--- config.mk ---
export PLATFORM = sky130hd
export DESIGN_NAME = lupa_spi_master
export DESIGN_NICKNAME = d
export VERILOG_FILES = /design/src/rtl/lupa_spi_master.sv
export SDC_FILE = /design/constraint.sdc
export NUM_CORES = 1
export LEC_CHECK = 0
export ABC_AREA = 1
export CORE_MARGIN = 2
export CORE_UTILIZATION = 35
export CTS_CLUSTER_SIZE = 16
export DETAILED_ROUTE_END_ITERATION = 7
export PLACE_DENSITY = 0.54
export SLEW_MARGIN = 20
export SYNTH_ARGS = -nofsm -noshare
export SYNTH_HDL_FRONTEND = slang
export SYNTH_SLANG_ARGS = --single-unit
export TNS_END_PERCENT = 5
--- constraint.sdc ---
create_clock -name clock_20 -period 4.8 [get_ports clock_20]
set_input_delay 1.2 -clock clock_20 [delete_from_list [all_inputs] [get_ports clock_20]]
set_output_delay 1.2 -clock clock_20 [all_outputs]
set_load 0.05 [all_outputs]
--- src/rtl/lupa_spi_master.sv ---
// LUPA sensor SPI register master: one {rw, addr, data} frame per command,
// programmable bit rate, read data captured from spi_miso.
module lupa_spi_master #(
  parameter int ADDR_W    = 7,
  parameter int DATA_W    = 16,
  parameter int CLK_DIV   = 2,
  parameter int GAP_CYC   = 4,
  parameter bit MSB_FIRST = 1'b1
) (
  input  logic              clock_20,
  input  logic              reset,
  input  logic              cmd_valid,
  output logic              cmd_ready,
  input  logic              cmd_rw,
  input  logic [ADDR_W-1:0] cmd_addr,
  input  logic [DATA_W-1:0] cmd_wdata,
  output logic              busy,
  output logic              done,
  output logic              rd_valid,
  output logic [DATA_W-1:0] rd_data,
  output logic              spi_clk,
  output logic              spi_en,
  output logic              spi_dat,
  input  logic              spi_miso
);

  localparam int FRAME_W = 1 + ADDR_W + DATA_W;
  localparam int BW      = $clog2(FRAME_W + 1);
  localparam int CMAX    = (CLK_DIV > GAP_CYC) ? CLK_DIV : GAP_CYC;
  localparam int CW      = (CMAX > 1) ? $clog2(CMAX) : 1;

  localparam logic [CW-1:0] DIV_END = CW'(CLK_DIV - 1);
  localparam logic [CW-1:0] GAP_END = CW'(GAP_CYC - 1);
  localparam logic [BW-1:0] BIT_END = BW'(FRAME_W - 1);
  localparam logic [BW-1:0] DAT_BEG = BW'(1 + ADDR_W);

  typedef enum logic [2:0] {
    IDLE, LO, HI, TRAIL, GAP
  } state_t;

  state_t              state, state_nx;
  logic [CW-1:0]       cnt;
  logic [BW-1:0]       bit_idx;
  logic [FRAME_W-1:0]  sr;
  logic [DATA_W-1:0]   cap;
  logic                is_rd;
  logic                cur_bit;

  always_ff @(posedge clock_20 or posedge reset) begin
    if (reset) state <= IDLE;
    else       state <= state_nx;
  end

  always_comb begin
    state_nx = state;
    unique case (state)
      IDLE:  if (cmd_valid) state_nx = LO;
      LO:    if (cnt == DIV_END) state_nx = HI;
      HI:    if (cnt == DIV_END)
               state_nx = (bit_idx == BIT_END) ? TRAIL : LO;
      TRAIL: if (cnt == DIV_END) state_nx = GAP;
      GAP:   if (cnt == GAP_END) state_nx = IDLE;
      default: state_nx = IDLE;
    endcase
  end

  always_ff @(posedge clock_20 or posedge reset) begin
    if (reset) begin
      cnt     <= '0;
      bit_idx <= '0;
      sr      <= '0;
      cap     <= '0;
      is_rd   <= 1'b0;
      rd_data <= '0;
    end else begin
      cnt <= (state_nx != state) ? '0 : cnt + CW'(1);
      unique case (state)
        IDLE: if (cmd_valid) begin
          sr      <= {cmd_rw, cmd_addr, cmd_wdata & {DATA_W{cmd_rw}}};
          is_rd   <= ~cmd_rw;
          bit_idx <= '0;
          cap     <= '0;
        end
        HI: begin
          // sample miso once, on the spi_clk rising cycle
          if (cnt == '0 && is_rd && bit_idx >= DAT_BEG)
            cap <= {cap[DATA_W-2:0], spi_miso};
          if (state_nx == LO) begin
            sr <= MSB_FIRST ? {sr[FRAME_W-2:0], 1'b0}
                            : {1'b0, sr[FRAME_W-1:1]};
            bit_idx <= bit_idx + BW'(1);
          end
        end
        TRAIL: if (state_nx == GAP && is_rd) rd_data <= cap;
        default: ;
      endcase
    end
  end

  assign cur_bit = MSB_FIRST ? sr[FRAME_W-1] : sr[0];

  always_comb begin
    cmd_ready = 1'b0;
    spi_en    = 1'b0;
    spi_clk   = 1'b0;
    done      = 1'b0;
    unique case (state)
      IDLE:  cmd_ready = 1'b1;
      LO:    spi_en = 1'b1;
      HI:    begin spi_en = 1'b1; spi_clk = 1'b1; end
      TRAIL: spi_en = 1'b1;
      GAP:   done = (cnt == '0);
      default: ;
    endcase
    busy     = ~cmd_ready;
    rd_valid = done & is_rd;
    spi_dat  = spi_en & cur_bit;
  end

endmodule
==> metrics <==
Syn. warnings 0; die height approximately 100 um; hold-critical path endpoint rd_data[11]; gate count after technology mapping between 400 and 500; Max H-tree Level 3; Crit Reg-Reg Startpoint state[2]; mapped cell area ~3400 um2; IO Count between 50 and 60; Net Sw Power 0.000257 W; CTS tree done; total global-route track usage about 14%; Synth cell types 29; residual overflow from global routing 0; number of global-route vias before repair between 2000 and 3000; clock-pin transition on the worst setup and hold timing paths 70 ps; global-route wire length before repair 11.6 mm; DP Area 3890 um2; highest fanout seen on the critical path 32; achievable clock frequency about 300 MHz; number of storage elements in the synthesis netlist 67; element type at the critical path end primary output; wirelength, routed about 6.8 mm; antenna viol nets, final 0; core area 9280 um2; total iterations of the first detailed-routing run 4; Final Cell Area roughly 4100 um2; number of cells on the worst reg-to-reg path 8; detailed-placement wirelength estimate about 4.3 mm; final slew viol count 0; number of antenna diodes 0; hold buffers post-CTS 0; number of buffer cells added on primary ports 50; portion of total power attributed to combinational logic between 3 and 4%; part of the cycle the worst path needs a little under three quarters; largest net degree at the start of global routing 42; outcome finished, final reports clean; Hold Path Depth 2; average via count per standard cell 4.59; Post-layout nets ~480; RSZ-0062 raised after global routing false; Hold Crit Start rd_data[11]; Worst setup startpoint state[2]; ratio of cells with drive above 1 in the final layout between 10% and 20%; setup violation total in the final timing report 0; Reg2Reg Setup Slack about 2100 ps; CTS buffer count 9; max-capacitance violation count 0; final weighted congestion in routability-driven placement roughly 0.74; number of violations reported at the end of detailed-routing iteration 0 about 120; worst ir drop on vdd 133 uV; cell area power density about 290 nW/um2; switching share of power around 21%; class of the most critical setup path reg2out; vias after detailed routing around 2600; post-CTS setup buffers 0; Tightest Hold Check Type reg2reg; Area Overhead vs Synth 22.7%; final hold viol count 0; antenna violations before repair 0; final critical path time including I/O delays and setup approximately 3400 ps; critical path data required time approximately 3600 ps; site row count 35; total of cells resized after clock tree synthesis 0; DRC violations left 0; die width ~100 um; Tightest Pin Transition 1010 ps; sequential power share a little under half; sequential area share after synthesis just under 50%; startpoint type of the worst setup path register; clk buf depth 2; initial core utilization between 30% and 40%; TritonCTS sink count between 60 and 70; worst relative slew slack between 30% and 40%; nets in the synthesized netlist between 400 and 500; routed wire length per instance 11.8 um; R2R Path End sr[6]; Fillers roughly 950; data arrival at the endpoint of the critical path around 2200 ps; cell at the root of the clock tree clkbuf_8; mean instance size in the synthesized netlist 8.33 um2; part of the power in the clock network roughly half; die area roughly 10000 um2; internal portion of total power between 0.0009 and 0.001 W; Fin Setup TNS 0 ps; static power due to leakage just under 2 nW; insertion delay to the later sink of the worst-skew pair about 340 ps; Post-Route Skew slightly below 9 ps
cells in the mapped netlist (all sizes together):
cell     instances  area [um2]
a21boi           1        7.51
buf             20         141
clkbuf           5        18.8
clkinv           1        5.00
dfrtp           67        1680
ha               5        62.6
inv             33         124
nand2          150         586
nand3           67         353
nand3b           1        7.51
nand4            2        12.5
nor2            14        76.3
nor3             1        5.00
nor3b            1        7.51
o2111ai          1        26.3
o21ai           33         225
o31ai            1        21.3
xor2             2        17.5
critical path, stage by stage (launching register included):
cell and delay [ps]:
dfrtp_1 540, nor2_8 170, nand2_4 230, clkinv_2 120
clkdlybuf4s50_1 810
logic make-up after synthesis:
kind of cell	after synthesis	synth area share, %
adder cells (fa/ha/maj)	5	1.85
flip-flops	67	49.7
XOR/XNOR	2	0.519
buffers and inverters	59	8.57
AND/OR/NAND/NOR	236	31.0
AO/OA/AOI/OAI	36	8.31
power by group through the flow:
stage          Clock [W]  Sequential [W]  Combinational (W)
2_1_floorplan          0        0.000575          0.0000185
3_3_place_gp           0        0.000575          0.0000475
3_5_place_dp           0        0.000575          0.0000471
4_1_cts         0.000600        0.000564          0.0000473
5_1_grt         0.000625        0.000564          0.0000519
6_report        0.000585        0.000564          0.0000457
registers in the layout (all words and copies together), names as in the netlist:
name     flops
bit_idx      5
cap         16
cnt          2
is_rd        1
rd_data     16
sr          24
state        3
layout by cell type, fill, tap and decap left out, types with 2 or more instances in the layout:
| cell | netlist | final |
|---|---|---|
| buf_4 | 4 | 2 |
| bufinv_16 | 0 | 3 |
| clkbuf_8 | 0 | 9 |
| clkdlybuf4s50_1 | 0 | 50 |
| dfrtp_1 | 67 | 67 |
| ha_1 | 5 | 5 |
| inv_1 | 32 | 31 |
| inv_2 | 1 | 2 |
| inv_6 | 0 | 2 |
| nand2_1 | 145 | 145 |
| nand2_2 | 3 | 3 |
| nand2_4 | 2 | 2 |
| nand3_1 | 65 | 65 |
| nand4_1 | 2 | 2 |
| nor2_1 | 12 | 12 |
| o21ai_0 | 15 | 15 |
| o21ai_1 | 2 | 2 |
| o21ai_2 | 16 | 16 |
| xor2_1 | 2 | 2 |
layer usage:
metal	vias to the layer above	global-route usage (%)	share of wire, %
met5	-	0	0
met4	0	5.23	1.3
met3	11	2.87	4.0
met2	54	22.4	44
met1	1227	18.8	51
li1	1356	-	-
how the worst max path moves through the flow:
stage | depth (start not counted) | to
3_3_place_gp | 5 | cap[11]
4_1_cts | 4 | spi_clk
2_1_floorplan | 2 | spi_dat
3_5_place_dp | 5 | cap[9]
5_1_grt | 4 | spi_clk
6_report | 4 | spi_clk
final cells by class:
class                           instances  area, um2  area share (%)
Sequential cell                        67       1680            40.5
Multi-Input combinational cell        279       1410            34.0
Timing Repair Buffer                   52        515            12.5
Tap cell                              129        161            3.90
Inverter                               34        129            3.11
Clock buffer                            9        124            2.99
Clock inverter                          7        124            2.99
through the flow:
step           cells  hold WS, ps  util, %  setup slack [ps]  power, W
5_1_grt          577          496     44.6              1270   0.00124
6_report         577          483     44.6              1390   0.00119
3_5_place_dp     561          468     41.9              1500  0.000622
2_1_floorplan    405          455        -              1840  0.000594
4_1_cts          577          487     44.6              1370   0.00121
3_3_place_gp     561          465     41.9              1570  0.000623
Note: power is estimated with default switching activity, not from simulation.
